--- src/rtl/loader_pkg.sv ---
// Shared definitions for the boot-time program loader.
// Contents:
//   state_e    - loader FSM state encoding (3 bit)
//   WORD_BYTES - bytes packed into each memory word
//   BYTE_W, WORD_W, LEN_W, CHK_W, BYTE_CNT_W - frame and datapath field widths
package loader_pkg;

  localparam int unsigned WORD_BYTES = 4;
  localparam int unsigned BYTE_W     = 8;
  localparam int unsigned WORD_W     = WORD_BYTES * BYTE_W;
  localparam int unsigned LEN_W      = 8;  // LEN field holds word count minus one
  localparam int unsigned CHK_W      = 8;  // modular byte sum
  localparam int unsigned BYTE_CNT_W = $clog2(WORD_BYTES);

  typedef enum logic [2:0] {
    StIdle  = 3'd0,
    StLen   = 3'd1,
    StData  = 3'd2,
    StWrite = 3'd3,
    StCheck = 3'd4,
    StDone  = 3'd5,
    StErr   = 3'd6
  } state_e;

endpackage

--- src/rtl/byte_packer.sv ---
// Big-endian byte-to-word packer for the program loader.
// Ports:
//   clk, rst   - clock and synchronous active-high reset
//   clear      - restart packing at byte 0 (start of a new frame)
//   shift      - accept data this cycle
//   data       - incoming byte
//   word_next  - word formed by the held bytes plus the current data byte
//   word_valid - shift is on the last byte of a word; word_next is then complete
module byte_packer
  import loader_pkg::*;
(
  input  logic              clk,
  input  logic              rst,
  input  logic              clear,
  input  logic              shift,
  input  logic [BYTE_W-1:0] data,
  output logic [WORD_W-1:0] word_next,
  output logic              word_valid
);

  localparam int unsigned HoldW = WORD_W - BYTE_W;

  // Only the three earlier bytes are stored; the fourth comes straight from data so the
  // parent can register the full word on the same edge that accepts the last byte.
  logic [HoldW-1:0]      hold_q;
  logic [BYTE_CNT_W-1:0] cnt_q;

  always_comb begin
    word_next  = {hold_q, data};
    word_valid = shift && (cnt_q == BYTE_CNT_W'(WORD_BYTES - 1));
  end

  always_ff @(posedge clk) begin
    if (rst || clear) begin
      hold_q <= '0;
      cnt_q  <= '0;
    end else if (shift) begin
      hold_q <= word_next[HoldW-1:0];
      cnt_q  <= cnt_q + BYTE_CNT_W'(1);
    end
  end

endmodule

--- src/rtl/program_loader.sv ---
// Boot-time program loader. Receives a framed byte stream (LEN, 4*(LEN+1) payload bytes
// MSB first, CHK), writes each packed word to consecutive memory words starting at
// BASE_ADDR and checks CHK against the modular sum of LEN and payload bytes.
// Ports:
//   clk, rst          - clock and synchronous active-high reset
//   start             - single-cycle load request (honoured in idle/done/err only)
//   in_valid, in_data - byte stream; in_ready is the loader's accept
//   mem_we/addr/din   - memory write port, owned by the loader while cpu_hold=1
//   cpu_hold          - holds the CPU in reset
//   done, err         - result of the last completed load
// All outputs are registered.
module program_loader
  import loader_pkg::*;
#(
  parameter int unsigned ADDR_W    = 8,
  parameter int unsigned BASE_ADDR = 0
) (
  input  logic              clk,
  input  logic              rst,
  input  logic              start,
  input  logic              in_valid,
  input  logic [BYTE_W-1:0] in_data,
  output logic              in_ready,
  output logic              mem_we,
  output logic [ADDR_W-1:0] mem_addr,
  output logic [WORD_W-1:0] mem_din,
  output logic              cpu_hold,
  output logic              done,
  output logic              err
);

  localparam int unsigned CntW = ADDR_W + 1;
  localparam int unsigned CmpW = (CntW > LEN_W) ? CntW : LEN_W;

  state_e            state_q;
  logic [LEN_W-1:0]  last_idx_q;  // N-1
  logic [CntW-1:0]   word_idx_q;
  logic [CHK_W-1:0]  sum_q;

  logic              hs;
  logic              load_start;
  logic              last_word;
  logic              pack_shift;
  logic              word_valid;
  logic [WORD_W-1:0] word_next;

  always_comb begin
    hs         = in_valid && in_ready;
    load_start = start && (state_q == StIdle || state_q == StDone || state_q == StErr);
    last_word  = CmpW'(word_idx_q) == CmpW'(last_idx_q);
    pack_shift = hs && (state_q == StData);
  end

  byte_packer u_byte_packer (
    .clk        (clk),
    .rst        (rst),
    .clear      (load_start),
    .shift      (pack_shift),
    .data       (in_data),
    .word_next  (word_next),
    .word_valid (word_valid)
  );

  always_ff @(posedge clk) begin
    if (rst) begin
      state_q    <= StIdle;
      last_idx_q <= '0;
      word_idx_q <= '0;
      sum_q      <= '0;
      in_ready   <= 1'b0;
      mem_we     <= 1'b0;
      mem_addr   <= '0;
      mem_din    <= '0;
      cpu_hold   <= 1'b1;
      done       <= 1'b0;
      err        <= 1'b0;
    end else begin
      mem_we <= 1'b0;
      unique case (state_q)
        StIdle, StDone, StErr: begin
          if (start) begin
            state_q    <= StLen;
            word_idx_q <= '0;
            sum_q      <= '0;
            in_ready   <= 1'b1;
            cpu_hold   <= 1'b1;
            done       <= 1'b0;
            err        <= 1'b0;
          end
        end
        StLen: begin
          if (hs) begin
            last_idx_q <= in_data;
            sum_q      <= sum_q + in_data;
            state_q    <= StData;
          end
        end
        StData: begin
          if (hs) begin
            sum_q <= sum_q + in_data;
            if (word_valid) begin
              // Register the write here so mem_we/addr/din are all valid in StWrite.
              state_q  <= StWrite;
              in_ready <= 1'b0;
              mem_we   <= 1'b1;
              mem_addr <= ADDR_W'(BASE_ADDR) + word_idx_q[ADDR_W-1:0];
              mem_din  <= word_next;
            end
          end
        end
        StWrite: begin
          word_idx_q <= word_idx_q + CntW'(1);
          in_ready   <= 1'b1;
          state_q    <= last_word ? StCheck : StData;
        end
        StCheck: begin
          if (hs) begin
            in_ready <= 1'b0;
            if (in_data == sum_q) begin
              state_q  <= StDone;
              done     <= 1'b1;
              cpu_hold <= 1'b0;
            end else begin
              state_q <= StErr;
              err     <= 1'b1;
            end
          end
        end
        default: begin
          state_q  <= StIdle;
          in_ready <= 1'b0;
          cpu_hold <= 1'b1;
        end
      endcase
    end
  end

endmodule

--- config.mk ---
export PLATFORM = sky130hd
export DESIGN_NAME = program_loader
export DESIGN_NICKNAME = d
export VERILOG_FILES = /design/src/rtl/loader_pkg.sv /design/src/rtl/byte_packer.sv /design/src/rtl/program_loader.sv
export SDC_FILE = /design/constraint.sdc
export NUM_CORES = 1
export LEC_CHECK = 0
export ABC_AREA = 1
export BUFFER_PORTS_ARGS = -buffer_cell sky130_fd_sc_hd__buf_4
export CORE_MARGIN = 1
export CORE_UTILIZATION = 35
export CTS_CLUSTER_SIZE = 8
export DETAILED_ROUTE_END_ITERATION = 10
export GPL_ROUTABILITY_DRIVEN = 0
export SLEW_MARGIN = 20
export SYNTH_ARGS = -nofsm -noshare
export SYNTH_HDL_FRONTEND = slang
export SYNTH_SLANG_ARGS = --single-unit
export TNS_END_PERCENT = 50
--- constraint.sdc ---
create_clock -name clk -period 2.1 [get_ports clk]
set_clock_uncertainty 0.2 [all_clocks]
set_input_delay 0.105 -clock clk [delete_from_list [all_inputs] [get_ports clk]]
set_output_delay 0.105 -clock clk [all_outputs]
set_load 0.005 [all_outputs]
==> results of run 1 <==
==> per-layer routing <==
| layer | wire (um) | vias up | track usage (%) |
|---|---|---|---|
| li1 | - | 1981 | - |
| met1 | 5058 | 1759 | 22.86 |
| met3 | 446 | 8 | 4.518 |
| met4 | 94 | 0 | 4.414 |
| met5 | 0 | - | 0 |
| met2 | 4642 | 99 | 27.29 |
==> final cells by class <==
type / count / area (um^2) / share of cell area [%]
clock inverter: 6 / 87.58 / 1.681
sequential: 99 / 1982 / 38.03
clock buffer: 10 / 229.0 / 4.394
timing repair buffer: 80 / 638.1 / 12.24
multi-input combinational: 409 / 1934 / 37.12
tap: 143 / 178.9 / 3.433
inverter: 42 / 161.4 / 3.097
==> worst min-delay path: cells and delay by family <==
family          cells  cell delay, ns
buf+inv             1            0.11
compound gates      1            0.16
simple gates        3            0.21
==> timing repair <==
item,4_1_cts,5_1_grt
hold buffers,10,0
endpoints found under the setup margin,0,3
endpoints found under the hold margin,27,0
resized for setup,0,5
==> sequential cells by signal, summed over array words and instances (netlist names) <==
register	count
done	1
u_byte_packer.hold_q	24
word_idx_q	9
sum_q	8
err	1
last_idx_q	8
u_byte_packer.cnt_q	2
mem_din	32
in_ready	1
mem_we	1
state_q	3
mem_addr	8
cpu_hold	1
==> metrics by stage <==
| step | area (um^2) | cells |
|---|---|---|
| 2_1_floorplan | 4189 | 575 |
| 3_3_place_gp | 4782 | 763 |
| 3_5_place_dp | 4782 | 763 |
| 4_1_cts | 5199 | 789 |
| 5_1_grt | 5211 | 789 |
| 6_report | 5211 | 789 |
==> placed cells by master (no fill, tap or decap), types with 2 or more instances in the layout <==
cell type	netlist	routed
sky130_fd_sc_hd__a21oi_1	67	67
sky130_fd_sc_hd__buf_4	0	69
sky130_fd_sc_hd__bufinv_16	0	2
sky130_fd_sc_hd__clkbuf_16	0	9
sky130_fd_sc_hd__clkinv_2	1	3
sky130_fd_sc_hd__dfxtp_1	99	99
sky130_fd_sc_hd__dlygate4sd3_1	0	10
sky130_fd_sc_hd__ha_1	9	7
sky130_fd_sc_hd__ha_2	0	2
sky130_fd_sc_hd__inv_1	36	36
sky130_fd_sc_hd__inv_2	3	3
sky130_fd_sc_hd__nand2_1	179	179
sky130_fd_sc_hd__nand3_1	47	47
sky130_fd_sc_hd__nand4_1	4	4
sky130_fd_sc_hd__nor2_1	52	52
sky130_fd_sc_hd__nor2_8	2	2
sky130_fd_sc_hd__o21ai_0	32	31
sky130_fd_sc_hd__o21ai_1	2	3
sky130_fd_sc_hd__xnor2_1	2	2
sky130_fd_sc_hd__xor2_1	5	5
==> power breakdown <==
part | leakage, nW | switching [W] | internal (W)
combinational | 1.40 | 0.000665 | 0.000384
clock | 0.157 | 0.000717 | 0.00105
sequential | 0.799 | 0.0000792 | 0.00198
==> cell families after synthesis <==
logic type	synth area share, %
buf+inv	6.810
fa+ha+maj	3.166
compound gates	12.57
simple gates	28.67
xor+xnor	1.464
flops	47.31
==> Yosys cell counts (3+ instances only) <==
| master | instances |
|---|---|
| sky130_fd_sc_hd__o21ai_0 | 32 |
| sky130_fd_sc_hd__xor2_1 | 5 |
| sky130_fd_sc_hd__ha_1 | 9 |
| sky130_fd_sc_hd__nand4_1 | 4 |
| sky130_fd_sc_hd__inv_1 | 36 |
| sky130_fd_sc_hd__a21oi_1 | 67 |
| sky130_fd_sc_hd__nand2_1 | 179 |
| sky130_fd_sc_hd__buf_2 | 12 |
| sky130_fd_sc_hd__clkbuf_1 | 9 |
| sky130_fd_sc_hd__nand3_1 | 47 |
| sky130_fd_sc_hd__dfxtp_1 | 99 |
| sky130_fd_sc_hd__inv_2 | 3 |
| sky130_fd_sc_hd__nor2_1 | 52 |
==> path summary, 6_finish.rpt <==
check | slack (ns) | depth (start not counted) | to | startpoint
setup / recovery | 0.13 | 11 | sum_q[4] | in_data[0]
hold / removal | 0.08 | 5 | last_idx_q[2] | in_valid
setup reg to reg | 0.23 | 9 | sum_q[4] | state_q[1]
hold reg to reg | 0.25 | 2 | cpu_hold | cpu_hold
==> results.yml, run 1 <==
outcome:
  outcome: "finished with violations"
  violations: "DRC"
final_layout:
  antenna_diode_instance_count: 0
  final_net_count: 663
  areaGrowthSynthToFinish_pct: 24.40
  fillerInstances: 1165
  final_core_utilization_pct: 45.06
  layout-drive-gt1-share_pct: 15.17
placement:
  portBuffers: 56
  hpwlAfterDp_um: 7095
  detailedPlace.worstSlack_ns: 0.2093
cts:
  cts_num_sinks: 99
  clock_slew_at_the_register_clock_pins_of_the_worst_setup_and_hold_paths_ns: 0.07
  ctsHtreeMaxLevel: 3
  post-cts-setup-buffers: 0
  cts_inserted_buffers: 9
  cts_tree: "done"
  clockRootBuffer: "sky130_fd_sc_hd__clkbuf_16"
  clock_insertion_delay_worst_skew_ns: 0.34
  cts.path.max_buffers: 2
floorplanning:
  start_util_pct: 36.22
  design.portCount: 57
  num_rows: 39
  die_w_um: 111.4
  design.die.area_um2: 12410
  dieHeight_um: 111.4
  floorplan.core_area_um2: 11560
setup_path:
  largest_incremental_delay_on_the_critical_path_ns: 0.55
  arrival_ns: 2.04
  critical_path_class: "in2reg"
  critical-path-top-cell-by-count: "sky130_fd_sc_hd__nand2_1"
  timing.critical_path.max_delay_family: "buffers and inverters"
  type_of_destination_of_the_critical_path: "flop"
  crit_path_max_fanout: 4
  worst-endpoint-required_ns: 2.17
  worst-path-buf-inv: 3
  critical_path.slowest_cell: "sky130_fd_sc_hd__dlygate4sd3_1"
  critical_path.startpoint_type: "primary input"
  cell_chain_of_the_critical_path: "dlygate4sd3_1 > buf_4 > ha_1 > fa_2 > nand2_1 > inv_1 > o21ai_1 > nand2_1 > nand2_1 > nand3_1 > a21oi_1"
yosys:
  ys_async_sr_fraction_pct: 0
  synthDominantCellAreaShare_pct: 47.31
  synthesis.yosys.warnings: 0
  netlist-cell-type-count: 29
  yosys-top-cells-area: "sky130_fd_sc_hd__dfxtp_1 47%, sky130_fd_sc_hd__nand2_1 16%, sky130_fd_sc_hd__a21oi_1 8.0%"
  synth_edf_count: 0
  synth_largest_area_cell: "sky130_fd_sc_hd__dfxtp_1"
  syn-instance-count: 575
  synth.ff_latch_count: 99
  synth_nets: 597
  synthesis.area_um2: 4189
  seq_area_frac_synth_pct: 47.31
  ys.flop_type: "sky130_fd_sc_hd__dfxtp_1"
  synthesis.area_per_instance_um2: 7.285
sta:
  final_hold_viol_count: 0
  final.min_clock_period_ns: 1.970
  timing_worst_slew_pin_value_ns: 0.5435
  fmaxAchievable_mhz: 507.7
  layout_worst_path_cycle_share_pct: 93.79
  max_slew_margin_pct: 63.72
  fin_setup_tns_ns: 0
  post-route-worst-setup-slack_ns: 0.1303
  setup_viol: 0
  hold-worst-slack_ns: 0.08487
  finalMaxSlewViolations: 0
run:
  drv_cap: 0
routing:
  drt_drc_violations_left: 6
  postRouteWirelength_um: 10240
  drt_iter0_drc: 219
  via_count: 3847
  detail-route-antenna-nets: 0
  drt-wirelength-per-cell_um: 12.98
  detail_route.vias_per_cell: 4.876
  drt-pass1-iter-count: 8
global_routing:
  grt-ovfl-total: 0
  antenna_found_initial: 0
  first_global_vias: 3554
  grt_start_max_net_pins: 35
  global_route.usage.total_pct: 17.07
  first_pass_grt_wire_length_um: 17040
pwr:
  power.static_leakage_nw: 2.351
  power_density_nw_per_um2: 935.2
  irDropWorstVdd_mv: 0.4098
  total_power_w: 0.004874
hold_path:
  timing.hold.worst.class: "in2reg"
No activity file was read; power rests on OpenSTA's default activity.
==> run 2: changes to the inputs <==
--- a/config.mk
+++ b/config.mk
@@ -12,6 +12,7 @@
 export CTS_CLUSTER_SIZE = 8
 export DETAILED_ROUTE_END_ITERATION = 10
 export GPL_ROUTABILITY_DRIVEN = 0
+export REMOVE_ABC_BUFFERS = 1
 export SLEW_MARGIN = 20
 export SYNTH_ARGS = -nofsm -noshare
 export SYNTH_HDL_FRONTEND = slang
==> run 2 against run 1 <==
Against the previous run: sequential power is essentially flat; largest cell class unchanged; highest routed layer unchanged; the run still ends with DRC left; via count down 0.52%; die area unchanged; worst setup slack lost 0.012 ns; clock power shrank 9%; flip-flop and latch count unchanged; design area decreased by 1.5%; register-to-register slack hardly changed; utilization down 0.66 points; critical endpoint is now state_q[1].
==> results.yml, run 2 (synthesis gave the netlist of run 1 again) <==
sta:
  fin_setup_tns_ns: 0
  finalMaxSlewViolations: 0
  layout_worst_path_cycle_share_pct: 94.38
  max_slew_margin_pct: 61.98
  hold-worst-slack_ns: 0.2524
  fmaxAchievable_mhz: 504.6
  grt_setup_unrepaired: "yes"
  timing_worst_slew_pin_value_ns: 0.5694
  post-route-worst-setup-slack_ns: 0.1180
  final.min_clock_period_ns: 1.982
  setup_viol: 0
  final_hold_viol_count: 0
hold_path:
  whs_endpoint: "cpu_hold"
  worst_hold_startpoint: "cpu_hold"
  timing.hold.worst_path_depth: 2
  timing.hold.worst.class: "reg2reg"
routing:
  detail_route.vias_per_cell: 4.875
  drt_drc_violations_left: 6
  drt_iter0_drc: 247
  via_count: 3827
  detail-route-antenna-nets: 0
  drt-wirelength-per-cell_um: 12.75
  postRouteWirelength_um: 10010
  drt-pass1-iter-count: 7
placement:
  dp.cells: 759
  detailedPlace.worstSlack_ns: 0.1990
  hpwlAfterDp_um: 6950
  portBuffers: 56
pwr:
  power.static_leakage_nw: 2.319
  combPwrFrac_pct: 21.8
  netSwitchingPower_w: 0.001481
  pwr-share-seq_pct: 44.0
  total_power_w: 0.004689
  power_report.internal_total_w: 0.003208
  clockPowerShare_pct: 34.2
  power_switching_share_pct: 31.58
  irDropWorstVdd_mv: 0.4226
  power_density_nw_per_um2: 913.1
final_layout:
  final_common_cell: "sky130_fd_sc_hd__nand2_1"
  reg.largest.list: "mem_din: 32 flops, u_byte_packer.hold_q: 24 flops, word_idx_q: 9 flops"
  fillerInstances: 1155
  layout-drive-gt1-share_pct: 14.33
  regMostFlops: "mem_din"
  areaGrowthSynthToFinish_pct: 22.58
  multi_input_area_um2: 1931
  stdcell_count: 785
  register_area_um2: 1982
  mostFrequentLayoutCells: "179 x sky130_fd_sc_hd__nand2_1, 99 x sky130_fd_sc_hd__dfxtp_1, 67 x sky130_fd_sc_hd__a21oi_1, 66 x sky130_fd_sc_hd__buf_4, 52 x sky130_fd_sc_hd__nor2_1"
  max_reg_flops: 32
  final_net_count: 659
  antenna_diode_instance_count: 0
setup_path:
  timing.critical_path.max_delay_family: "simple AND/OR/NAND/NOR gates"
  timing.reg2reg.worst_path_depth: 9
  cp.depth: 11
  worst-endpoint-required_ns: 2.15
  critical_path.startpoint_type: "primary input"
  critical_path.slowest_cell: "sky130_fd_sc_hd__dlygate4sd3_1"
  setup.reg_to_reg.worst_slack_ns: 0.22
  arrival_ns: 2.04
  largest_incremental_delay_on_the_critical_path_ns: 0.54
  cp-startpoint: "in_data[4]"
  worst-path-buf-inv: 3
  crit_path_max_fanout: 6
  type_of_destination_of_the_critical_path: "flop"
  critical_path_class: "in2reg"
  critical-path-top-cell-by-count: "sky130_fd_sc_hd__nor2_1"
  reg2reg_to: "sum_q[6]"
  cell_chain_of_the_critical_path: "dlygate4sd3_1 > buf_4 > ha_1 > nor2_1 > nand2_1 > nor3_2 > nor2_1 > nor2_1 > nand3_1 > nand2_1 > inv_1"
  launch_point_of_the_worst_reg_to_reg_path: "state_q[1]"
outcome:
  outcome: "finished with violations"
  violations: "DRC"
floorplanning:
  dieHeight_um: 111.4
  floorplan.core_area_um2: 11560
  design.die.area_um2: 12410
  num_rows: 39
  start_util_pct: 36.22
  die_w_um: 111.4
  design.portCount: 57
global_routing:
  first_global_vias: 3452
  grt.met3_usage_pct: 4.573
  groute.layer.met2.usage_pct: 25.67
  globalRouteMet1Util_pct: 23.31
  grt-ovfl-total: 0
  grt_start_max_net_pins: 35
  first_pass_grt_wire_length_um: 16780
  global_route.usage.total_pct: 16.95
  antenna_found_initial: 0
  globalRoute.busiestLayer: "met2"
cts:
  clockRootBuffer: "sky130_fd_sc_hd__clkbuf_16"
  cts_tree: "done"
  post-cts-setup-buffers: 0
  ctsHtreeMaxLevel: 3
  cts.path.max_buffers: 2
  clock_slew_at_the_register_clock_pins_of_the_worst_setup_and_hold_paths_ns: 0.07
  cts_inserted_buffers: 9
  cts_num_sinks: 99
  clock_insertion_delay_worst_skew_ns: 0.35
run:
  drv_cap: 0
[run 2: cell count changes in the layout (fill, tap and decap cells not counted), moves of 2 or more]
cell and change:
sky130_fd_sc_hd__buf_4 -3, sky130_fd_sc_hd__bufinv_16 -2, sky130_fd_sc_hd__clkinv_2 -2, sky130_fd_sc_hd__ha_1 +2, sky130_fd_sc_hd__ha_2 -2, sky130_fd_sc_hd__inv_6 +3
[run 2: what timing repair did]
action,in CTS,in global routing
hold buffers,10,0
endpoints found under the hold margin,44,0
gates resized for setup,0,3
endpoints found under the setup margin,0,6
[run 2: power groups by stage]
stage,Combinational [W],Clock [W],Sequential (W)
after floorplan,0.000706,0,0.00209
after global placement,0.000994,0,0.00210
after detailed placement,0.00100,0,0.00210
after CTS,0.00102,0.00164,0.00206
after global routing,0.00118,0.00174,0.00208
final,0.00102,0.00160,0.00206
[run 2: worst max path at each step]
stage | endpoint
floorplan | err
global placement | state_q[1]
detailed placement | state_q[1]
CTS | state_q[1]
global route | sum_q[2]
finish | state_q[1]
[run 2: final cells by class]
cell class | count | area share [%]
Clock buffer | 11 | 4.727
Clock inverter | 5 | 0.8528
Inverter | 42 | 3.143
Multi-Input combinational cell | 409 | 37.60
Sequential cell | 99 | 38.60
Tap cell | 143 | 3.484
Timing Repair Buffer | 76 | 11.60
[run 2: stage by stage]
step / cell area [um^2] / util, %
3_3_place_gp: 4740 / 40.98
4_1_cts: 5126 / 44.33
3_5_place_dp: 4740 / 40.98
5_1_grt: 5135 / 44.40
2_1_floorplan: 4065 / -
6_report: 5135 / 44.40
[run 2: worst min-delay path: cells and delay by family (launching register included)]
| family | cells | cell delay, ns |
|---|---|---|
| AND/OR/NAND/NOR | 2 | 0.10 |
| flip-flops | 1 | 0.31 |
[run 2: metal layers]
layer  up-vias  wire length, um
met5         -                0
met4         0              122
met2        82             4359
li1       1979                -
met1      1754             5005
met3        12              526
==> run 3: changes to the inputs <==
--- a/config.mk
+++ b/config.mk
@@ -12,6 +12,7 @@
 export CTS_CLUSTER_SIZE = 8
 export DETAILED_ROUTE_END_ITERATION = 10
 export GPL_ROUTABILITY_DRIVEN = 0
+export PLACE_DENSITY_LB_ADDON = 0.3
 export REMOVE_ABC_BUFFERS = 1
 export SLEW_MARGIN = 20
 export SYNTH_ARGS = -nofsm -noshare
==> run 3 against run 2 <==
Against the previous run: the run still ends with DRC left; routed wire length down 1.2%; die area did not move; sequential power barely moved.
==> results.yml, run 3 (synthesis gave the netlist of run 1 again) <==
outcome:
  outcome: "finished with violations"
  violations: "DRC"
final_layout:
  final_cell_area_excluding_filler_cells_um2: 5187
  reg.largest.list: "mem_din: 32 flops, u_byte_packer.hold_q: 24 flops, word_idx_q: 9 flops"
  stdcell_count: 786
  max_reg_flops: 32
  final_common_cell: "sky130_fd_sc_hd__nand2_1"
  layout-drive-gt1-share_pct: 14.93
  regMostFlops: "mem_din"
  final_net_count: 660
  final_core_utilization_pct: 44.86
  antenna_diode_instance_count: 0
  mostFrequentLayoutCells: "179 x sky130_fd_sc_hd__nand2_1, 99 x sky130_fd_sc_hd__dfxtp_1, 67 x sky130_fd_sc_hd__a21oi_1, 66 x sky130_fd_sc_hd__buf_4, 52 x sky130_fd_sc_hd__nor2_1"
  areaGrowthSynthToFinish_pct: 23.84
sta:
  final.min_clock_period_ns: 2.010
  timing_worst_slew_pin_value_ns: 0.5812
  final_hold_viol_count: 0
  fin_setup_tns_ns: 0
  fmaxAchievable_mhz: 497.5
  post-route-worst-setup-slack_ns: 0.09012
  max_slew_margin_pct: 61.20
  layout_worst_path_cycle_share_pct: 95.71
  finalMaxSlewViolations: 0
  setup_viol: 0
cts:
  cts_inserted_buffers: 9
  cts_tree: "done"
  cts.path.max_buffers: 2
  cts_num_sinks: 99
  clock_slew_at_the_register_clock_pins_of_the_worst_setup_and_hold_paths_ns: 0.07
  clockRootBuffer: "sky130_fd_sc_hd__clkbuf_16"
  clock_insertion_delay_worst_skew_ns: 0.34
  ctsHtreeMaxLevel: 3
setup_path:
  critical-path-top-cell-by-count: "sky130_fd_sc_hd__nand2_1"
  crit_path_max_fanout: 4
  reg2reg_to: "sum_q[4]"
  critical_path.startpoint_type: "primary input"
  launch_point_of_the_worst_reg_to_reg_path: "state_q[0]"
  largest_incremental_delay_on_the_critical_path_ns: 0.53
  cell_chain_of_the_critical_path: "dlygate4sd3_1 > buf_4 > ha_1 > fa_1 > nand2_1 > inv_1 > o21ai_1 > nand2_1 > nand2_1 > nand3_1 > a21oi_1"
  worst-endpoint-required_ns: 2.18
  type_of_destination_of_the_critical_path: "flop"
  timing.critical_path.max_delay_family: "buffers and inverters"
  arrival_ns: 2.09
  critical_path.slowest_cell: "sky130_fd_sc_hd__dlygate4sd3_1"
  timing.reg2reg.worst_path_depth: 7
  setup.reg_to_reg.worst_slack_ns: 0.21
  critical_path_class: "in2reg"
  worst-path-buf-inv: 3
routing:
  drt_iter0_drc: 245
  postRouteWirelength_um: 9895
  drt-wirelength-per-cell_um: 12.59
  detail-route-antenna-nets: 0
  via_count: 3779
  detail_route.vias_per_cell: 4.808
  drt_drc_violations_left: 10
  drt-pass1-iter-count: 8
placement:
  detailedPlace.worstSlack_ns: 0.2335
  dp.cells: 760
  hpwlAfterDp_um: 6810
  post_dp_cell_area_um2: 4760
  portBuffers: 56
floorplanning:
  floorplan.core_area_um2: 11560
  design.die.area_um2: 12410
  dieHeight_um: 111.4
  die_w_um: 111.4
  num_rows: 39
  design.portCount: 57
  start_util_pct: 36.22
hold_path:
  worst_hold_startpoint: "cpu_hold"
  timing.hold.worst_path_depth: 2
  timing.hold.worst.class: "reg2reg"
  whs_endpoint: "cpu_hold"
global_routing:
  grt_start_max_net_pins: 35
  first_pass_grt_wire_length_um: 16440
  global_route.usage.total_pct: 16.67
  first_global_vias: 3499
  grt-ovfl-total: 0
  antenna_found_initial: 0
run:
  drv_cap: 0
pwr:
  power.static_leakage_nw: 2.337
  power_density_nw_per_um2: 933.7
  irDropWorstVdd_mv: 0.4882
## run 3: routing by layer
metal	global-route usage, %	part of all wire, %	up-vias
met1	21.48	50	1723
met3	4.192	3.4	11
met4	6.126	1.4	0
met2	27.00	45	65
met5	0	0	-
li1	-	-	1980
## run 3: timing repair
| action | in CTS | in global routing |
|---|---|---|
| gates resized for setup | 0 | 5 |
| hold buffers | 10 | 0 |
| buffers inserted | 0 | 0 |
| endpoints found under the hold margin | 44 | 0 |
| endpoints found under the setup margin | 0 | 3 |
## run 3: stage by stage
stage,hold WS [ns],total power (W)
2_1_floorplan,-0.02593,0.002795
3_3_place_gp,0.1522,0.003084
3_5_place_dp,0.1555,0.003110
4_1_cts,0.2550,0.004868
5_1_grt,0.2768,0.005115
6_report,0.2552,0.004843
## run 3: worst max-delay path by stage
stage / startpoint / endpoint / slack [ns] / cells past startpoint
2_1_floorplan: rst / err / 0.13 / 3
3_3_place_gp: sum_q[4] / state_q[1] / 0.25 / 10
3_5_place_dp: sum_q[0] / sum_q[4] / 0.23 / 9
4_1_cts: in_data[0] / sum_q[4] / 0.07 / 11
5_1_grt: in_data[0] / sum_q[4] / -0.02 / 11
6_report: in_data[0] / sum_q[4] / 0.09 / 11
## run 3: area by class of cell
cell class,instances,area (um^2)
inverters,42,161.4
repair buffers,77,615.6
well taps,143,178.9
clock buffers,11,252.7
clock inverters,5,65.06
flip-flops and latches,99,1982
fillers,1175,6377
multi-input cells,409,1932
## run 3: worst reg2reg max path, delay by kind of cell, from the launching register on
kind	cells	cell delay, ns
buffers and inverters	1	0.09
AO/OA/AOI/OAI	1	0.08
AND/OR/NAND/NOR	5	0.98
flip-flops	1	0.43
## run 3: power by group
part           total (W)  switching, W  internal [W]  leakage (nW)
sequential       0.00206     0.0000819       0.00198         0.799
combinational    0.00104      0.000659      0.000381          1.38
clock            0.00174      0.000737       0.00100         0.157
total            0.00484       0.00148       0.00337          2.34
